File: config.mk
export PLATFORM = sky130hd
export DESIGN_NAME = mem_stage_flat
export DESIGN_NICKNAME = d
export VERILOG_FILES = /design/src/rtl/cpu_pkg.sv /design/src/rtl/mem_stage_if.sv /design/src/rtl/mem_stage.sv /design/src/flat_wrapper.sv
export SDC_FILE = /design/constraint.sdc
export NUM_CORES = 1
export LEC_CHECK = 0
export CORE_MARGIN = 1.5
export CORE_UTILIZATION = 42
export DETAILED_ROUTE_END_ITERATION = 10
export PLACE_DENSITY = 0.77
export SKIP_CTS_REPAIR_TIMING = 1
export SYNTH_ARGS = -nofsm -noshare
export SYNTH_HDL_FRONTEND = slang
export SYNTH_SLANG_ARGS = --single-unit
File: constraint.sdc
create_clock -name clk -period 2.85 [get_ports clk]
set_clock_uncertainty 0.2 [all_clocks]
set_input_delay 0.4275 -clock clk [delete_from_list [all_inputs] [get_ports clk]]
set_output_delay 0.4275 -clock clk [all_outputs]
set_load 0.05 [all_outputs]
File: src/rtl/cpu_pkg.sv
`default_nettype none
// ============================================================================
//  cpu_pkg
//  Shared pipeline types and constants for the MEM stage.
//  Revision: 1.0
// ============================================================================
package cpu_pkg;

    typedef enum logic [0:0] {
        IDLE = 1'b0,
        BUSY = 1'b1
    } mem_state_t;

    localparam logic [31:0] POISON_DATA       = 32'hDEAD_BEEF;
    localparam logic [31:0] DEFAULT_MMIO_BASE = 32'hFFFF_0000;

endpackage
`default_nettype wire

File: src/rtl/mem_stage_if.sv
`default_nettype none
// ============================================================================
//  mem_stage_if
//  Single-outstanding request/acknowledge data bus between MEM stage and memory.
//  Revision: 1.0
// ============================================================================
interface mem_stage_if;

    logic        bus_req;
    logic        bus_we;
    logic        bus_mmio;
    logic [31:0] bus_addr;
    logic [31:0] bus_wdata;
    logic        bus_ack;
    logic [31:0] bus_rdata;

    modport master (
        output bus_req,
        output bus_we,
        output bus_mmio,
        output bus_addr,
        output bus_wdata,
        input  bus_ack,
        input  bus_rdata
    );

    modport slave (
        input  bus_req,
        input  bus_we,
        input  bus_mmio,
        input  bus_addr,
        input  bus_wdata,
        output bus_ack,
        output bus_rdata
    );

endinterface
`default_nettype wire

File: src/rtl/mem_stage.sv
`default_nettype none
// ============================================================================
//  mem_stage
//  Pipeline MEM stage: bus loads/stores with timeout, MEM/WB register, stall.
//  Revision: 1.0
// ============================================================================
module mem_stage
    import cpu_pkg::*;
#(
    parameter int unsigned TIMEOUT_CYCLES = 255,
    parameter logic [31:0] MMIO_BASE      = DEFAULT_MMIO_BASE
) (
    input  wire               clk,
    input  wire               rst_n,

    input  wire               EX_MEM_valid,
    input  wire               EX_MEM_regWrite,
    input  wire               EX_MEM_memRead,
    input  wire               EX_MEM_memWrite,
    input  wire  [4:0]        EX_MEM_rd,
    input  wire  [31:0]       EX_MEM_aluRes,
    input  wire  [31:0]       EX_MEM_storeData,

    mem_stage_if.master       bus,

    output logic              stall,
    output logic              MEM_WB_regWrite,
    output logic [4:0]        MEM_WB_rd,
    output logic [31:0]       MEM_WB_data,
    output logic              err_timeout,
    output logic              err_misalign
);

    localparam int unsigned      CNT_W      = $clog2(TIMEOUT_CYCLES + 1);
    localparam logic [CNT_W-1:0] C_CNT_LAST = CNT_W'(TIMEOUT_CYCLES - 1);

    mem_state_t       r_state, w_state_nxt;
    logic [CNT_W-1:0] r_cnt, w_cnt_nxt;
    logic             r_bus_req, w_bus_req_nxt;
    logic             r_bus_we, w_bus_we_nxt;
    logic             r_bus_mmio, w_bus_mmio_nxt;
    logic [31:0]      r_bus_addr, w_bus_addr_nxt;
    logic [31:0]      r_bus_wdata, w_bus_wdata_nxt;
    logic             r_wb_rw, w_wb_rw_nxt;
    logic [4:0]       r_wb_rd, w_wb_rd_nxt;
    logic [31:0]      r_wb_data, w_wb_data_nxt;
    logic             r_err_to, w_err_to_nxt;
    logic             r_err_mis, w_err_mis_nxt;

    logic             w_mem_op;
    logic             w_misalign;
    logic             w_ack;
    logic             w_timeout_hit;

    always_comb begin
        w_mem_op      = EX_MEM_valid & (EX_MEM_memRead | EX_MEM_memWrite);
        w_misalign    = (EX_MEM_aluRes[1:0] != 2'b00);
        // In BUSY the request is always asserted, so an ack here is a real one.
        w_ack         = (r_state == BUSY) & bus.bus_ack;
        w_timeout_hit = (r_state == BUSY) & ~bus.bus_ack & (r_cnt == C_CNT_LAST);

        stall = w_mem_op
              & ~((r_state == BUSY) & (w_ack | w_timeout_hit))
              & ~((r_state == IDLE) & w_misalign);

        w_state_nxt     = r_state;
        w_cnt_nxt       = r_cnt;
        w_bus_req_nxt   = r_bus_req;
        w_bus_we_nxt    = r_bus_we;
        w_bus_mmio_nxt  = r_bus_mmio;
        w_bus_addr_nxt  = r_bus_addr;
        w_bus_wdata_nxt = r_bus_wdata;
        w_wb_rw_nxt     = r_wb_rw;
        w_wb_rd_nxt     = r_wb_rd;
        w_wb_data_nxt   = r_wb_data;
        w_err_to_nxt    = r_err_to;
        w_err_mis_nxt   = r_err_mis;

        case (r_state)
            IDLE: begin
                if (w_mem_op && w_misalign) begin
                    w_err_mis_nxt = 1'b1;
                    w_wb_rw_nxt   = EX_MEM_regWrite & EX_MEM_memRead;
                    w_wb_rd_nxt   = EX_MEM_rd;
                    w_wb_data_nxt = 32'd0;
                end else if (w_mem_op) begin
                    w_state_nxt     = BUSY;
                    w_cnt_nxt       = '0;
                    w_bus_req_nxt   = 1'b1;
                    w_bus_we_nxt    = EX_MEM_memWrite;
                    w_bus_addr_nxt  = EX_MEM_aluRes;
                    w_bus_wdata_nxt = EX_MEM_storeData;
                    w_bus_mmio_nxt  = (EX_MEM_aluRes >= MMIO_BASE);
                end else if (EX_MEM_valid) begin
                    w_wb_rw_nxt   = EX_MEM_regWrite;
                    w_wb_rd_nxt   = EX_MEM_rd;
                    w_wb_data_nxt = EX_MEM_aluRes;
                end else begin
                    w_wb_rw_nxt = 1'b0;
                end
            end
            BUSY: begin
                // EX/MEM is frozen by stall, so its fields still describe this access.
                if (w_ack || w_timeout_hit) begin
                    w_state_nxt   = IDLE;
                    w_bus_req_nxt = 1'b0;
                    w_wb_rw_nxt   = EX_MEM_regWrite & EX_MEM_memRead;
                    w_wb_rd_nxt   = EX_MEM_rd;
                    w_wb_data_nxt = w_ack ? bus.bus_rdata : POISON_DATA;
                    if (!w_ack) begin
                        w_err_to_nxt = 1'b1;
                    end
                end else begin
                    w_cnt_nxt = r_cnt + 1'b1;
                end
            end
            default: begin
                w_state_nxt = IDLE;
            end
        endcase
    end

    always_ff @(posedge clk or negedge rst_n) begin
        if (!rst_n) begin
            r_state     <= IDLE;
            r_cnt       <= '0;
            r_bus_req   <= 1'b0;
            r_bus_we    <= 1'b0;
            r_bus_mmio  <= 1'b0;
            r_bus_addr  <= 32'd0;
            r_bus_wdata <= 32'd0;
            r_wb_rw     <= 1'b0;
            r_wb_rd     <= 5'd0;
            r_wb_data   <= 32'd0;
            r_err_to    <= 1'b0;
            r_err_mis   <= 1'b0;
        end else begin
            r_state     <= w_state_nxt;
            r_cnt       <= w_cnt_nxt;
            r_bus_req   <= w_bus_req_nxt;
            r_bus_we    <= w_bus_we_nxt;
            r_bus_mmio  <= w_bus_mmio_nxt;
            r_bus_addr  <= w_bus_addr_nxt;
            r_bus_wdata <= w_bus_wdata_nxt;
            r_wb_rw     <= w_wb_rw_nxt;
            r_wb_rd     <= w_wb_rd_nxt;
            r_wb_data   <= w_wb_data_nxt;
            r_err_to    <= w_err_to_nxt;
            r_err_mis   <= w_err_mis_nxt;
        end
    end

    assign bus.bus_req    = r_bus_req;
    assign bus.bus_we     = r_bus_we;
    assign bus.bus_mmio   = r_bus_mmio;
    assign bus.bus_addr   = r_bus_addr;
    assign bus.bus_wdata  = r_bus_wdata;
    assign MEM_WB_regWrite = r_wb_rw;
    assign MEM_WB_rd       = r_wb_rd;
    assign MEM_WB_data     = r_wb_data;
    assign err_timeout     = r_err_to;
    assign err_misalign    = r_err_mis;

endmodule
`default_nettype wire

File: src/flat_wrapper.sv
// flat-port wrapper written by rule: the top's interface ports become plain ports
module mem_stage_flat import cpu_pkg::*;
#(
    parameter int unsigned TIMEOUT_CYCLES = 255,
    parameter logic [31:0] MMIO_BASE      = DEFAULT_MMIO_BASE
)
  (clk, rst_n, EX_MEM_valid, EX_MEM_regWrite, EX_MEM_memRead, EX_MEM_memWrite, EX_MEM_rd, EX_MEM_aluRes, EX_MEM_storeData, stall, MEM_WB_regWrite, MEM_WB_rd, MEM_WB_data, err_timeout, err_misalign, bus_bus_req, bus_bus_we, bus_bus_mmio, bus_bus_addr, bus_bus_wdata, bus_bus_ack, bus_bus_rdata);
  mem_stage_if bus_i ();
  input  wire clk;
  input  wire rst_n;
  input  wire EX_MEM_valid;
  input  wire EX_MEM_regWrite;
  input  wire EX_MEM_memRead;
  input  wire EX_MEM_memWrite;
  input  wire  [4:0] EX_MEM_rd;
  input  wire  [31:0] EX_MEM_aluRes;
  input  wire  [31:0] EX_MEM_storeData;
  output logic stall;
  output logic MEM_WB_regWrite;
  output logic [4:0] MEM_WB_rd;
  output logic [31:0] MEM_WB_data;
  output logic err_timeout;
  output logic err_misalign;
  output wire logic [$bits(bus_i.bus_req)-1:0] bus_bus_req;
  output wire logic [$bits(bus_i.bus_we)-1:0] bus_bus_we;
  output wire logic [$bits(bus_i.bus_mmio)-1:0] bus_bus_mmio;
  output wire logic [$bits(bus_i.bus_addr)-1:0] bus_bus_addr;
  output wire logic [$bits(bus_i.bus_wdata)-1:0] bus_bus_wdata;
  input wire logic [$bits(bus_i.bus_ack)-1:0] bus_bus_ack;
  input wire logic [$bits(bus_i.bus_rdata)-1:0] bus_bus_rdata;
  assign bus_bus_req = bus_i.bus_req;
  assign bus_bus_we = bus_i.bus_we;
  assign bus_bus_mmio = bus_i.bus_mmio;
  assign bus_bus_addr = bus_i.bus_addr;
  assign bus_bus_wdata = bus_i.bus_wdata;
  assign bus_i.bus_ack = bus_bus_ack;
  assign bus_i.bus_rdata = bus_bus_rdata;
  mem_stage #(.TIMEOUT_CYCLES(TIMEOUT_CYCLES), .MMIO_BASE(MMIO_BASE)) u_core (.clk(clk), .rst_n(rst_n), .EX_MEM_valid(EX_MEM_valid), .EX_MEM_regWrite(EX_MEM_regWrite), .EX_MEM_memRead(EX_MEM_memRead), .EX_MEM_memWrite(EX_MEM_memWrite), .EX_MEM_rd(EX_MEM_rd), .EX_MEM_aluRes(EX_MEM_aluRes), .EX_MEM_storeData(EX_MEM_storeData), .bus(bus_i), .stall(stall), .MEM_WB_regWrite(MEM_WB_regWrite), .MEM_WB_rd(MEM_WB_rd), .MEM_WB_data(MEM_WB_data), .err_timeout(err_timeout), .err_misalign(err_misalign));
endmodule
==> summary.txt <==
Compound-Gate Fraction of Synth Area - 0.08276
Switch Pwr - 2.381 mW
fillers - 913
Cell Pwr Density - 814.3 nW/um^2
total power draw - 6.463 mW
register area share after synthesis - 0.5872
Layout area overhead - 60.57%
Pint - 4.082 mW
GRT overflow - 0
post-layout util - 0.6922
sequential share of power - 0.333
# Max-Cap Violations - 0
Port Buffer Count - 215
Synth Area in XOR/XNOR - 0
fin crit share - 0.9602
antenna violations before repair - 0
Crit Path Category - in -> out
RSZ-0062 raised after global routing - no
GR Util All Layers - 0.2536
vias - 4527
CTS buffer count - 17
CTS tree - yes
TNS Setup - 0 ns
DRC errors left - 0
vias in the first global route - 4812
Post-synth top cells - nand2_1 (194), dfrtp_1 (116), nor2_1 (23)
first-pass GRT wire length - 24770 um
Die Span Y - 111.5 um
synth unique cells - 41
Synth area leaders - dfrtp_1 (59%), nand2_1 (15%), mux2_1 (4.3%)
ANT cells - 0
FMAX - 365.4 MHz
Post-Synthesis Net Count - 605
CP Capture Type - primary output
Slew @ Worst Pin - 0.5987 ns
Final Hold Viols - 0
Crit path required time - 2.22 ns
First DRT Iteration DRCs - 277
post-synthesis mux area share - 0.08428
Slew HR - 0.6009
CORE AREA - 11470 sq um
placed cells - 848
CTS root buf - clkbuf_16
synthesized area - 4943 sq um
Die Span X - 111.5 um
H-tree depth - 4
DR pass1 iterations - 4
Post-Synth Adder-Cell Area - 0.005062
Synth async-reset ratio - 1.000
half-perimeter wire length after placement - 10800 um
outcome - complete, no violations
nets@finish - 835
share of the synthesized area in the top cell type - 0.5872
largest family of logic cells by synthesized area - simple AND/OR/NAND/NOR gates
Non-Filler Instances - 881
CTS clk-pin slew, worst paths - 0.05 ns
Max VDD drop - 0.4991 mV
crit path max fanout - 2
post-route ant nets - 0
Initial Util - 0.4311
Vias/cell - 5.138
Yosys reg bits - 116
final wirelength - 15190 um
DR WL/cell - 17.25 um
latest clock arrival within the worst-skew pair - 0.40 ns
Comb power frac - 0.355
largest net degree at the start of global routing - 47
clock sink count - 116
Clock Power Share - 0.312
I/O pin total - 216
fraction of layout cells with a size suffix above 1 - 0.1084
Synth Instances - 495
standard-cell rows - 39
number of synthesized flops with an enable pin - 0
simple-gate share of the synthesized area - 0.2078
GPL Wtd Cong - 0.9188
Top FF cell, synth - dfrtp_1
YS warnings - 0
fin. max-slew vios - 0
Static Leak - 3.666 nW
Sw Share - 0.3684
CP arrival - 2.11 ns
Syn Area/Cell - 9.987 sq um
Final min period - 2.737 ns
Setup crit start kind - primary input
area leader, netlist - dfrtp_1
final setup vio count - 0
Die ar. - 12430 sq um
count leader, synth - nand2_1
Hold Path Class - reg -> reg
deepest clock path buffer count - 2
## worst paths after layout
kind                                     startpoint                       end  slack (ns)  depth (start not counted)
max                                 EX_MEM_memWrite                     stall        0.11                          6
min                        u_core.bus.bus_wdata[20]  u_core.bus.bus_wdata[20]        0.27                          2
max reg2reg                          u_core.r_state    u_core.MEM_WB_data[13]        0.65                          6
min reg2reg                u_core.bus.bus_wdata[20]  u_core.bus.bus_wdata[20]        0.27                          2
max in group asynchronous                     rst_n   u_core.bus.bus_addr[12]        1.26                          3
min in group asynchronous                     rst_n    u_core.bus.bus_addr[6]        0.38                          2
## power by group through the flow
stage	Sequential, mW	Clock (mW)	Combinational, mW
final	2.15	2.02	2.29
after global routing	2.19	2.12	2.40
after CTS	2.15	2.04	2.31
after detailed placement	2.17	0	2.30
after global placement	2.15	0	2.27
after floorplan	3.12	0	0.399
## layout by cell type (no fill, tap or decap), types with 4 or more instances in the layout
cell type,count
nand4_1,6
nand3_1,6
a21o_1,5
a22o_1,14
o22ai_1,17
clkbuf_16,17
buf_4,22
mux2_2,18
nor2_1,23
dfrtp_1,116
a21oi_1,4
mux2_1,19
nand2_1,194
clkdlybuf4s50_1,213
nand2b_1,7
clkinv_2,7
o21ai_0,6
buf_12,4
## critical path, cell delays in order
cell and delay, ns:
clkdlybuf4s50_1 0.53, o21ai_2 0.07, or4_2 0.55, and2_0 0.19, nor2_1 0.18, buf_12 0.17
## final cells by class
class / instances / area [sq um] / area share
Inverter: 3 / 11.26 / 0.001419
Clock buffer: 21 / 450.4 / 0.05675
Timing Repair Buffer: 240 / 2387 / 0.3008
Multi-Input combinational cell: 347 / 1897 / 0.2390
Sequential cell: 116 / 2903 / 0.3657
Clock inverter: 11 / 110.1 / 0.01387
Tap cell: 143 / 178.9 / 0.02254
## through the flow
stage	setup slack [ns]	area, sq um	hold slack, ns
finish	0.1133	7938	0.2727
global route	0.03593	7938	0.2916
CTS	0.1021	7928	-0.1472
detailed placement	0.09955	7367	0.2592
global placement	0.09016	7367	0.2466
floorplan	0.1658	4943	-0.06809
## registers in the layout (all words and copies together) (netlist names)
signal and cells:
u_core.bus.bus_mmio 1, u_core.err_misalign 1, u_core.bus.bus_we 1, u_core.MEM_WB_rd 5, u_core.MEM_WB_data 32, u_core.bus.bus_addr 32
u_core.bus.bus_req 1, u_core.bus.bus_wdata 32, u_core.r_cnt 8, u_core.r_state 1, u_core.err_timeout 1, u_core.MEM_WB_regWrite 1
## per-layer routing
| metal | track usage | vias to the layer above | wire length [um] | part of all wire |
|---|---|---|---|---|
| met1 | 0.3057 | 2204 | 6122 | 0.40 |
| met2 | 0.4372 | 185 | 7649 | 0.50 |
| met3 | 0.05607 | 29 | 1035 | 0.068 |
| li1 | - | 2109 | - | - |
| met5 | 0 | - | 0 | 0 |
| met4 | 0.1131 | 0 | 386 | 0.025 |
## logic make-up after synthesis
| group | count (synthesis) |
|---|---|
| AO/OA/AOI/OAI | 57 |
| adder cells (fa/ha/maj) | 2 |
| buffers and inverters | 32 |
| flip-flops | 116 |
| multiplexers | 37 |
| AND/OR/NAND/NOR | 251 |
(Power assumes the default switching activity.)
==> RTL edit: new RTL, config.mk and constraints unchanged <==
`TIMEOUT_CYCLES` is set to 255 in 2 places; all go to 510.
--- a/src/rtl/mem_stage.sv
+++ b/src/rtl/mem_stage.sv
@@ -9,3 +9,3 @@
 #(
-    parameter int unsigned TIMEOUT_CYCLES = 255,
+    parameter int unsigned TIMEOUT_CYCLES = 510,
     parameter logic [31:0] MMIO_BASE      = DEFAULT_MMIO_BASE
--- a/src/flat_wrapper.sv
+++ b/src/flat_wrapper.sv
@@ -3,3 +3,3 @@
 #(
-    parameter int unsigned TIMEOUT_CYCLES = 255,
+    parameter int unsigned TIMEOUT_CYCLES = 510,
     parameter logic [31:0] MMIO_BASE      = DEFAULT_MMIO_BASE
Check against the original RTL: no difference found for any inputs over 4 cycles, from zero or initial values and one cycle with rst_n low; that may be too few to reach the edited logic, so the function may still have changed.
==> RTL edit against the original RTL <==
Clock power increased by 4%. Synthesized area increased by 2.4%. Combinational power increased by 7%. Die area increased by 2.3%. Critical path depth increased by 1. Cell area increased by 0.77%. Sequential cell count increased by 1. Setup slack improved by 14 ps. Via count increased by 0.18%. Sequential power increased by 2%. Total power increased by 4.6%. Routed wire length decreased by 0.49%. Hold slack got worse by 6.1 ps. Largest power group unchanged.
==> RTL edit: results (changes against the original RTL) <==
global_route:
  grt_max_degree: 69  # +47%
  grt_first_pass_wirelength_um: 24300  # -1.8%
  grt_antenna_before_repair: 0  # unchanged
  grt_pass1_vias: 4885  # +1.5%
  grt_use_total_pct: 24.6  # -0.72 points
critical_path:
  crit_arrival_ps: 2100
  worstPathMaxFanout: 8  # +6
yosys:
  synth_cell_types: 44  # +7.3%
  ys_seq_area_share_pct: 57.8  # -0.87 points
  postSynthAreaPerCell_sq_um: 10.1  # +1.2%
  synth_area_leaders: "dfrtp_1 58%, nand2_1 14%, mux2_2 4.0%"
  synth_common_cells: "195 x nand2_1, 117 x dfrtp_1, 18 x inv_1, 18 x mux2_2, 17 x clkbuf_1"
  synthArstFlopShare_pct: 100  # unchanged
  synth_fp_nets: 611  # +0.99%
  ys_warn_count: 0  # unchanged
placed_design:
  dpl.hpwl_um: 10700  # -0.88%
  dp.cells: 846  # -0.24%
  io_buffer_count: 215  # unchanged
  place.gp.congestion: 0.813  # -12%
  place_ws_ps: 76.0  # -23.6 ps
clocking:
  clk_path_buf_depth: 2  # unchanged
  cts.clk_slew.worst_paths_ps: 50  # about the same
  cts_root_buf: "clkbuf_16"
  worstSkewPairLatency_ps: 400  # about the same
  cts_htree_levels: 4  # unchanged
  cts_buffers: 17  # unchanged
hold_path:
  hold_path_class: "reg2reg"
detailed_routing:
  routed_wl_um: 15100  # -0.49%
  vias_per_cell: 5.17  # +0.63%
  drt-initial-drc-count: 204  # -26%
  drt-pass1-iter-count: 6  # +2
layout:
  n_fill_cell: 903  # -1.1%
  drive_gt1_share_pct: 10.1  # -0.76 points
  stdcell_count: 877  # -0.45%
  n_antenna_cell: 0  # unchanged
  num-nets-final: 833  # -0.24%
sta:
  drv_slew: 0  # unchanged
  worst_pin_slew_ps: 1060  # +465 ps
  tns_ps: 0  # unchanged
power_and_ir_drop:
  leakagePower_nw: 3.75  # +2.3%
  netSwitchingPower_mw: 2.51  # +5.6%
  ir_drop_mv: 0.511  # +2.3%
run:
  cap_violations: 0  # unchanged
status:
  status: "complete, no violations"
[RTL edit: cell families (layout without fill, tap and decap cells)]
kind of cell / after synthesis / in the layout / synth area share (%)
flip-flops: 117 / 117 / 57.8
multiplexers: 37 / 37 / 8.16
buffers and inverters: 45 / 278 / 4.13
AO/OA/AOI/OAI: 58 / 58 / 9.42
adder cells (fa/ha/maj): 2 / 2 / 0.494
AND/OR/NAND/NOR: 242 / 242 / 20.0
[RTL edit: power by group through the flow]
stage               clock network [mW]  logic (mW)  registers [mW]
global placement                     0        2.43            2.20
global route                      2.22        2.57            2.24
detailed placement                   0        2.47            2.22
floorplan                            0       0.442            3.26
CTS                               2.15        2.47            2.20
finish                            2.11        2.46            2.20
[RTL edit: worst max-delay path, stage by stage, from the launching register on]
cell	delay [ps]
dfrtp_1	400
inv_1	90
ha_1	160
nand4_1	200
o21a_1	310
nor2_4	240
nor2_1	120
buf_12	160
[RTL edit: area by class of cell]
cell class	count	area (sq um)	area share, %
clock buffer	20	447	5.58
multi-input combinational	339	1950	24.3
sequential	117	2930	36.6
tap	143	179	2.24
timing repair buffer	230	2300	28.8
inverter	18	67.6	0.845
clock inverter	10	133	1.66
[RTL edit: through the flow]
stage | hold slack (ps) | cell area, sq um
2_1_floorplan | -68.1 | 5060
3_3_place_gp | 247 | 7400
3_5_place_dp | 253 | 7400
4_1_cts | -146 | 7980
5_1_grt | 284 | 8000
6_report | 267 | 8000
[RTL edit: path summary, 6_finish.rpt]
check | slack, ps | startpoint | depth (start not counted) | endpoint
min in group asynchronous | 380 | rst_n | 2 | u_core.bus.bus_wdata[6]
min | 270 | u_core.err_timeout | 1 | u_core.err_timeout
max reg2reg | 650 | u_core.r_cnt[1] | 7 | u_core.MEM_WB_data[3]
min reg2reg | 270 | u_core.err_timeout | 1 | u_core.err_timeout
max in group asynchronous | 1320 | rst_n | 3 | u_core.r_cnt[8]
max | 130 | u_core.r_cnt[1] | 7 | stall
[RTL edit: per-layer routing]
| metal | GRT usage, % | share of wire (%) | up-vias |
|---|---|---|---|
| met3 | 6.48 | 7.6 | 30 |
| li1 | - | - | 2122 |
| met5 | 0 | 0 | - |
| met4 | 10.9 | 2.1 | 0 |
| met2 | 42.3 | 49 | 201 |
| met1 | 29.3 | 41 | 2182 |
